--- config.mk ---
export PLATFORM = sky130hd
export DESIGN_NAME = uart_prog_loader
export DESIGN_NICKNAME = d
export VERILOG_FILES = /design/src/rtl/uart_prog_loader.sv
export SDC_FILE = /design/constraint.sdc
export NUM_CORES = 1
export LEC_CHECK = 0
export BUFFER_PORTS_ARGS = -buffer_cell sky130_fd_sc_hd__buf_4
export CAP_MARGIN = 20
export CORE_MARGIN = 1.5
export CORE_UTILIZATION = 40
export DETAILED_ROUTE_END_ITERATION = 7
export PLACE_DENSITY_LB_ADDON = 0.3
export SLEW_MARGIN = 5
export SYNTH_ARGS = -nofsm -noshare
export SYNTH_HDL_FRONTEND = slang
export SYNTH_SLANG_ARGS = --single-unit
--- constraint.sdc ---
create_clock -name clk -period 3 [get_ports clk]
set_clock_uncertainty 0.2 [all_clocks]
set_input_delay 0.15 -clock clk [delete_from_list [all_inputs] [get_ports clk]]
set_output_delay 0.15 -clock clk [all_outputs]
set_load 0.02 [all_outputs]
--- src/rtl/uart_prog_loader.sv ---
// UART boot loader: receives a length-prefixed image over rx and emits one
// 32-bit write per 4 received bytes, then holds upg_done_o high.
module uart_prog_loader #(
    parameter int unsigned CLKS_PER_BIT = 868,
    parameter int unsigned ADDR_W       = 15
) (
    input  logic              clk,
    input  logic              rst,
    input  logic              en,
    input  logic              rx,
    output logic              upg_wen_o,
    output logic [ADDR_W-1:0] upg_adr_o,
    output logic [31:0]       upg_dat_o,
    output logic              upg_done_o,
    output logic              upg_err_o
);

    localparam int unsigned      CntW     = $clog2(CLKS_PER_BIT);
    localparam logic [CntW-1:0]  HalfCnt  = CntW'(CLKS_PER_BIT / 2);
    localparam logic [CntW-1:0]  LastCnt  = CntW'(CLKS_PER_BIT - 1);
    localparam logic [31:0]      MaxWords = 32'(1) << ADDR_W;
    localparam logic [ADDR_W:0]  MaxN     = {1'b1, {ADDR_W{1'b0}}};
    localparam logic [ADDR_W:0]  IdxOne   = (ADDR_W + 1)'(1);

    typedef enum logic [1:0] {RxIdle, RxStart, RxData, RxStop} rx_state_e;
    typedef enum logic [1:0] {LdHdr, LdLoad, LdDone} ld_state_e;

    rx_state_e         rx_state_q, rx_state_d;
    ld_state_e         ld_state_q, ld_state_d;
    logic              rx_s1_q, rx_s2_q;
    logic [CntW-1:0]   bit_cnt_q, bit_cnt_d;
    logic [2:0]        bit_idx_q, bit_idx_d;
    logic [7:0]        rx_shift_q, rx_shift_d;
    logic              byte_valid_q, byte_valid_d;
    logic              frame_err;
    logic [7:0]        hdr_lo_q, hdr_lo_d;
    logic              hdr_cnt_q, hdr_cnt_d;
    logic [ADDR_W:0]   n_q, n_d;
    logic [1:0]        byte_cnt_q, byte_cnt_d;
    logic [31:0]       shift_q, shift_d;
    logic [ADDR_W-1:0] word_idx_q, word_idx_d;
    logic              wen_q, wen_d;
    logic [ADDR_W-1:0] adr_q, adr_d;
    logic [31:0]       dat_q, dat_d;
    logic              done_q, done_d;
    logic              err_q, err_d;
    logic [15:0]       hdr_val;
    logic [ADDR_W:0]   idx_next;

    assign hdr_val  = {rx_shift_q, hdr_lo_q};
    assign idx_next = {1'b0, word_idx_q} + IdxOne;

    // Synchronizer flops preset to the idle-high line level.
    always_ff @(posedge clk or negedge rst) begin
        if (!rst) begin
            rx_s1_q <= 1'b1;
            rx_s2_q <= 1'b1;
        end else begin
            rx_s1_q <= rx;
            rx_s2_q <= rx_s1_q;
        end
    end

    always_comb begin
        rx_state_d   = rx_state_q;
        bit_cnt_d    = bit_cnt_q;
        bit_idx_d    = bit_idx_q;
        rx_shift_d   = rx_shift_q;
        byte_valid_d = 1'b0;
        frame_err    = 1'b0;
        unique case (rx_state_q)
            RxIdle: begin
                if (!rx_s2_q) begin
                    rx_state_d = RxStart;
                    bit_cnt_d  = '0;
                end
            end
            RxStart: begin
                if (bit_cnt_q == HalfCnt) begin
                    bit_cnt_d  = '0;
                    bit_idx_d  = '0;
                    rx_state_d = rx_s2_q ? RxIdle : RxData;
                end else begin
                    bit_cnt_d = bit_cnt_q + 1'b1;
                end
            end
            RxData: begin
                if (bit_cnt_q == LastCnt) begin
                    bit_cnt_d  = '0;
                    rx_shift_d = {rx_s2_q, rx_shift_q[7:1]};
                    if (bit_idx_q == 3'd7) begin
                        rx_state_d = RxStop;
                    end else begin
                        bit_idx_d = bit_idx_q + 3'd1;
                    end
                end else begin
                    bit_cnt_d = bit_cnt_q + 1'b1;
                end
            end
            RxStop: begin
                if (bit_cnt_q == LastCnt) begin
                    bit_cnt_d    = '0;
                    rx_state_d   = RxIdle;
                    byte_valid_d = rx_s2_q;
                    frame_err    = !rx_s2_q;
                end else begin
                    bit_cnt_d = bit_cnt_q + 1'b1;
                end
            end
            default: rx_state_d = RxIdle;
        endcase
        if (!en) begin
            rx_state_d   = RxIdle;
            byte_valid_d = 1'b0;
            frame_err    = 1'b0;
        end
    end

    always_comb begin
        ld_state_d = ld_state_q;
        hdr_lo_d   = hdr_lo_q;
        hdr_cnt_d  = hdr_cnt_q;
        n_d        = n_q;
        byte_cnt_d = byte_cnt_q;
        shift_d    = shift_q;
        word_idx_d = word_idx_q;
        wen_d      = 1'b0;
        adr_d      = adr_q;
        dat_d      = dat_q;
        done_d     = done_q;
        err_d      = err_q | frame_err;
        unique case (ld_state_q)
            LdHdr: begin
                if (byte_valid_q) begin
                    if (!hdr_cnt_q) begin
                        hdr_lo_d  = rx_shift_q;
                        hdr_cnt_d = 1'b1;
                    end else begin
                        hdr_cnt_d = 1'b0;
                        if (hdr_val == 16'd0) begin
                            ld_state_d = LdDone;
                            done_d     = 1'b1;
                        end else begin
                            n_d = ({16'd0, hdr_val} > MaxWords) ? MaxN
                                                                 : (ADDR_W + 1)'(hdr_val);
                            ld_state_d = LdLoad;
                        end
                    end
                end
            end
            LdLoad: begin
                if (byte_valid_q) begin
                    shift_d    = {rx_shift_q, shift_q[31:8]};
                    byte_cnt_d = byte_cnt_q + 2'd1;
                    if (byte_cnt_q == 2'd3) begin
                        wen_d = 1'b1;
                        adr_d = word_idx_q;
                        dat_d = {rx_shift_q, shift_q[31:8]};
                    end
                end
                // Index advances (or the image ends) in the strobe cycle.
                if (wen_q) begin
                    if (idx_next == n_q) begin
                        ld_state_d = LdDone;
                        done_d     = 1'b1;
                    end else begin
                        word_idx_d = idx_next[ADDR_W-1:0];
                    end
                end
            end
            LdDone: ;
            default: ld_state_d = LdHdr;
        endcase
        if (!en) begin
            ld_state_d = LdHdr;
            hdr_cnt_d  = 1'b0;
            n_d        = '0;
            byte_cnt_d = '0;
            word_idx_d = '0;
            wen_d      = 1'b0;
            done_d     = 1'b0;
            err_d      = 1'b0;
        end
    end

    always_ff @(posedge clk or negedge rst) begin
        if (!rst) begin
            rx_state_q   <= RxIdle;
            bit_cnt_q    <= '0;
            bit_idx_q    <= '0;
            rx_shift_q   <= '0;
            byte_valid_q <= 1'b0;
            ld_state_q   <= LdHdr;
            hdr_lo_q     <= '0;
            hdr_cnt_q    <= 1'b0;
            n_q          <= '0;
            byte_cnt_q   <= '0;
            shift_q      <= '0;
            word_idx_q   <= '0;
            wen_q        <= 1'b0;
            adr_q        <= '0;
            dat_q        <= '0;
            done_q       <= 1'b0;
            err_q        <= 1'b0;
        end else begin
            rx_state_q   <= rx_state_d;
            bit_cnt_q    <= bit_cnt_d;
            bit_idx_q    <= bit_idx_d;
            rx_shift_q   <= rx_shift_d;
            byte_valid_q <= byte_valid_d;
            ld_state_q   <= ld_state_d;
            hdr_lo_q     <= hdr_lo_d;
            hdr_cnt_q    <= hdr_cnt_d;
            n_q          <= n_d;
            byte_cnt_q   <= byte_cnt_d;
            shift_q      <= shift_d;
            word_idx_q   <= word_idx_d;
            wen_q        <= wen_d;
            adr_q        <= adr_d;
            dat_q        <= dat_d;
            done_q       <= done_d;
            err_q        <= err_d;
        end
    end

    assign upg_wen_o  = wen_q;
    assign upg_adr_o  = adr_q;
    assign upg_dat_o  = dat_q;
    assign upg_done_o = done_q;
    assign upg_err_o  = err_q;

endmodule

**Word-level counts from Yosys, hierarchy flattened**

Index checks and enable logic that the tools add are counted.

- Register bits: 152
- Input port bits: 4
- Output and inout port bits: 50
- Word-level logic and storage cells: 135

- $add $sub $neg: 4
- Order comparisons: 1
- Eq/ne operators: 33
- Muxes and demuxes: 58
- Bitwise operators: 2
- Reductions and logical operators: 18

Operators by type and width:

| cell | count |
|---|---|
| $mux 16 | 6 |
| $mux 15 | 4 |
| $mux 2 | 16 |
| $mux 10 | 3 |
| $ne 3x3->1 const B | 10 |
| $pmux 10 s3 | 1 |
| $mux 1 | 21 |
| $add 15x1->16 const B | 1 |
| $eq 16x16->1 | 1 |
| $gt 16x16->1 const B | 1 |
| $logic_not 16->1 | 1 |
| $ne 2x2->1 const B | 7 |
| $add 10x1->10 const B | 1 |
| $eq 10x10->1 const B | 1 |
| $eq 10x9->1 const B | 1 |
| $ne 2x1->1 const B | 5 |
| $reduce_and 5->1 | 2 |
| $mux 3 | 3 |
| $reduce_and 3->1 | 3 |
| $eq 2x2->1 const B | 4 |
| $pmux 2 s4 | 1 |
| $reduce_and 2->1 | 4 |
| $reduce_and 4->1 | 2 |
| $pmux 2 s3 | 1 |
| other kinds (14) | 16 |

**Longest topological paths before layout**

- Depth in word-level cells: 7
- Depth in mapped cells: 11
- Depth with buffers taken out: 9

**Least setup slack after synthesis**

OpenSTA, ideal clock, no wires.

- Path kind: reg2reg
- Start: reg word_idx_q[0]
- End: reg word_idx_q[2]
- Library setup time: 0.095 ns
- Arrival: 2.524 ns
- Required time: 2.705 ns
- Slack: 0.180 ns
- Cell stages (with the launch flop): 12
- Period minus slack after synthesis: 2.820 ns
- Cell sequence: dfrtp_1 -> ha_1 -> and4_1 -> buf_4 -> nand4_4 -> or4b_1 -> o211ai_2 -> a21oi_2 -> o31ai_4 -> buf_6 -> o211ai_1 -> o31ai_1

- Cells in the longest elaborated chain, start to end: 5
- Elaborated cells between the ends (all ways): 8
- Classes of those cells: 1 x add/sub; 2 x eq/ne; 4 x mux; 1 x reduce/logical

RTL lines:

| element | RTL line | text |
|---|---|---|
| start, declared | 41 | `logic [ADDR_W-1:0] word_idx_q, word_idx_d;` |
| start signal, assigned | 217 | `word_idx_q <= word_idx_d;` |
| $add 15x1->16 * | 51 | `assign idx_next = {1'b0, word_idx_q} + IdxOne;` |
| branches (longest 4 deep; another with $eq 16x16->1) | -- |  |

Every way passes the cells marked *. The select of a mux whose other input is x is not followed.
A chain may end at the register's enable or synchronous reset.

**Final worst setup path**

- Start: reg word_idx_q[0]
- End: reg word_idx_q[0]

Same word-level chain as after synthesis.

==> results.sh <==
export IMPL_status="finished clean"
export IMPL_synth_nets=557
export IMPL_grt_pass1_wl_um=23600
export IMPL_yosysMostFrequentCell="dfrtp_1"
export IMPL_path_class="register to register"
export IMPL_place_gp_congestion=0.872
export IMPL_synthTopCellsByCount="dfrtp_1, mux2_2, nand2_1, nor2_1, o21ai_0"
export IMPL_io_buffers=53
export IMPL_ant_nets=0
export IMPL_tightest_slew_ns=0.667
export IMPL_htreeDepth=4
export IMPL_clockBufferDepth=2
export IMPL_max_freq_ghz=0.352
export IMPL_stdcell_area_um2=7920
export IMPL_viasPerCell=5.37
export IMPL_period_needed_ns=2.84
export IMPL_dpl_hpwl_um=9930
export IMPL_syn_avg_cell_area_um2=11.9
export IMPL_core_um2=15900
export IMPL_wl_met1_um=6400
export IMPL_synth_edf_count=0
export IMPL_fill_cells=1408
export IMPL_cpPeakStageDelay_ns=0.51
export IMPL_finalHoldViolCount=0
export IMPL_maxCapViolCount=0
export IMPL_dr_wl_met2_um=7240
export IMPL_diodes=0
export IMPL_drt_iter0_drc=306
export IMPL_grt_pass1_vias=4613
export IMPL_clk_latency_ns=0.42
export IMPL_synth_distinct_cells=57
export IMPL_cts_root_buf="clkbuf_16"
export IMPL_ys_async_sr_fraction_pct=100
export IMPL_cts_sinks=144
export IMPL_p_per_area_nw_per_um2=530
export IMPL_yosysWarnings=0
export IMPL_antenna_found_initial=0
export IMPL_yosys_area_top_type_share_pct=54.4
export IMPL_wl_met3_um=478
export IMPL_timing_final_max_slew_violations=0
export IMPL_yosys_register_bits=144
export IMPL_hp_class="primary input to async pin"
export IMPL_ir_worst_vdd_mv=0.431
export IMPL_vias=4534
export IMPL_clk_pin_slew_ns=0.06
export IMPL_fin_cells=844
export IMPL_cts_setup_buffers=0
export IMPL_syn_area_um2=6530
export IMPL_synth_cells=547
export IMPL_cp_required_ns=3.10
export IMPL_synth_main_ff_cell="dfrtp_1"
export IMPL_multi_input_area_um2=2770
export IMPL_gr_total_overflow=0
export IMPL_final_seq_area_um2=3610
export IMPL_yosys_top_cells_area="dfrtp_1, mux2_2, nand2_1"
export IMPL_ios=54
export IMPL_endpoint_kind="register"
export IMPL_die_x_um=131
export IMPL_setup_viol_count_final=0
export IMPL_highest_layer="met4"
export IMPL_cpMaxStageDelayCell="or4b_1"
export IMPL_grt_max_degree=67
export IMPL_cp_start_kind="register"
export IMPL_rows=46
export IMPL_cts_tree="yes"
export IMPL_drt_drc_violations_left=0
export IMPL_cts_buffers=17
export IMPL_cp_max_fo=19
export IMPL_dieArea_um2=17100
export IMPL_rsz0062_at_grt="true"
export IMPL_ys_seq_area_share_pct=55.2
export IMPL_placed_cell_area_um2=7290
export IMPL_dp_cells=810
export IMPL_wl_per_cell_um=16.8
export IMPL_yosys_area_top_type="dfrtp_1"
export IMPL_first_pass_iters=4
export IMPL_final_period_utilization_pct=94.6
export IMPL_grt_total_usage_pct=18.1
export IMPL_p_leak_nw=3.81
export IMPL_drive_gt1_share_pct=34.7
export IMPL_finalNetCount=626
export IMPL_cp_cell_sequence="ha_1, and4_2, nand4_4, or4b_1, o211ai_2, a21oi_2, o31ai_4, buf_12, xor2_1, nor2_1"
export IMPL_finalPower_w=0.00420
export IMPL_crit_arrival_ns=2.94
export IMPL_area_delta_synth_final_pct=21.2
export IMPL_slew_headroom_pct=55.4
export IMPL_fp_dieH_um=131
export IMPL_initial_core_util_pct=41.0
export IMPL_tns_ns=0
export IMPL_drt_total_wl_um=14200
-- worst max-delay path: cells and delay by family, from the launching register on --
| kind | cells | cell delay (ns) |
|---|---|---|
| AOI/OAI and AO/OA | 3 | 0.48 |
| DFF | 1 | 0.43 |
| xor gates and xnor gates | 1 | 0.16 |
| adders and majority gates | 1 | 0.18 |
| buffers and inverters | 1 | 0.19 |
| and+or+nand+nor | 4 | 1.08 |
-- final timing paths --
path	from	to	slack (ns)	cells past startpoint
max reg2reg	word_idx_q[0]	word_idx_q[0]	0.16	10
min	rst	upg_adr_o[8]	0.09	2
max in group asynchronous	rst	word_idx_q[0]	1.72	3
max	word_idx_q[0]	word_idx_q[0]	0.16	10
min reg2reg	rx_s1_q	rx_s2_q	0.16	0
min in group clk	rx_s1_q	rx_s2_q	0.16	0
-- what timing repair did --
action / CTS / global route
hold endpoints to repair: 76 / 0
hold buffers: 3 / 0
resized for setup: 0 / 4
endpoints found under the setup margin: 0 / 17
-- cells by family after synthesis --
| kind of cell | share of synthesized area, % |
|---|---|
| AOI/OAI and AO/OA | 10.0 |
| xor gates and xnor gates | 2.55 |
| adders and majority gates | 1.15 |
| buffers and inverters | 2.72 |
| DFF | 55.2 |
| muxes | 15.6 |
| and+or+nand+nor | 12.7 |
-- registers in the layout (all words and copies together), names as in the netlist, 2 cells and up --
signal      count
upg_dat_o      32
n_q            16
hdr_lo_q        8
byte_cnt_q      2
bit_idx_q       3
rx_state_q      2
word_idx_q     15
upg_adr_o      15
shift_q        24
ld_state_q      2
bit_cnt_q      10
rx_shift_q      8
-- placed cells by master (no fill, tap or decap), types with 3 or more instances in the layout --
cell / n
a21oi_1: 14
a22o_1: 15
a31oi_1: 3
and3_1: 4
buf_4: 78
clkbuf_16: 17
dfrtp_1: 141
dlygate4sd3_1: 3
ha_1: 6
inv_1: 5
inv_6: 4
mux2_2: 88
mux2i_1: 3
nand2_1: 38
nand2b_1: 8
nand3_1: 15
nand4_1: 9
nor2_1: 27
nor2b_1: 7
nor3_1: 8
nor4_1: 9
o211ai_1: 4
o21ai_0: 20
o21ai_2: 4
o311ai_0: 3
o31ai_1: 10
o41ai_1: 4
or2_2: 4
or3_1: 6
or4_1: 4
xnor2_1: 8
xor2_1: 11
-- layout make-up --
class	count	area share [%]
repair buffers	84	8.42
multi-input cells	363	34.9
flip-flops and latches	144	45.5
well taps	216	3.41
clock inverters	11	1.63
clock buffers	20	5.77
inverters	6	0.284
-- per-stage QoR --
step | hold WS [ns] | util [%] | setup slack (ns)
after floorplan | -0.346 | - | 0.180
after global placement | -0.0294 | 45.7 | 0.173
after detailed placement | -0.0244 | 45.7 | 0.0631
after CTS | 0.106 | 49.6 | 0.0395
after global routing | 0.131 | 49.7 | -0.0325
final | 0.0937 | 49.7 | 0.161
-- power breakdown --
part	switching, W	internal (W)
sequential	0.0000207	0.00196
clock	0.000812	0.00127
combinational	0.0000935	0.0000401
total	0.000926	0.00327
-- routing by layer --
metal | track usage, % | vias up
li1 | - | 2144
met1 | 22.8 | 2297
met2 | 30.7 | 85
met3 | 4.72 | 8
met4 | 5.69 | 0
met5 | 0 | -
Power figures use the tool's default switching activity.
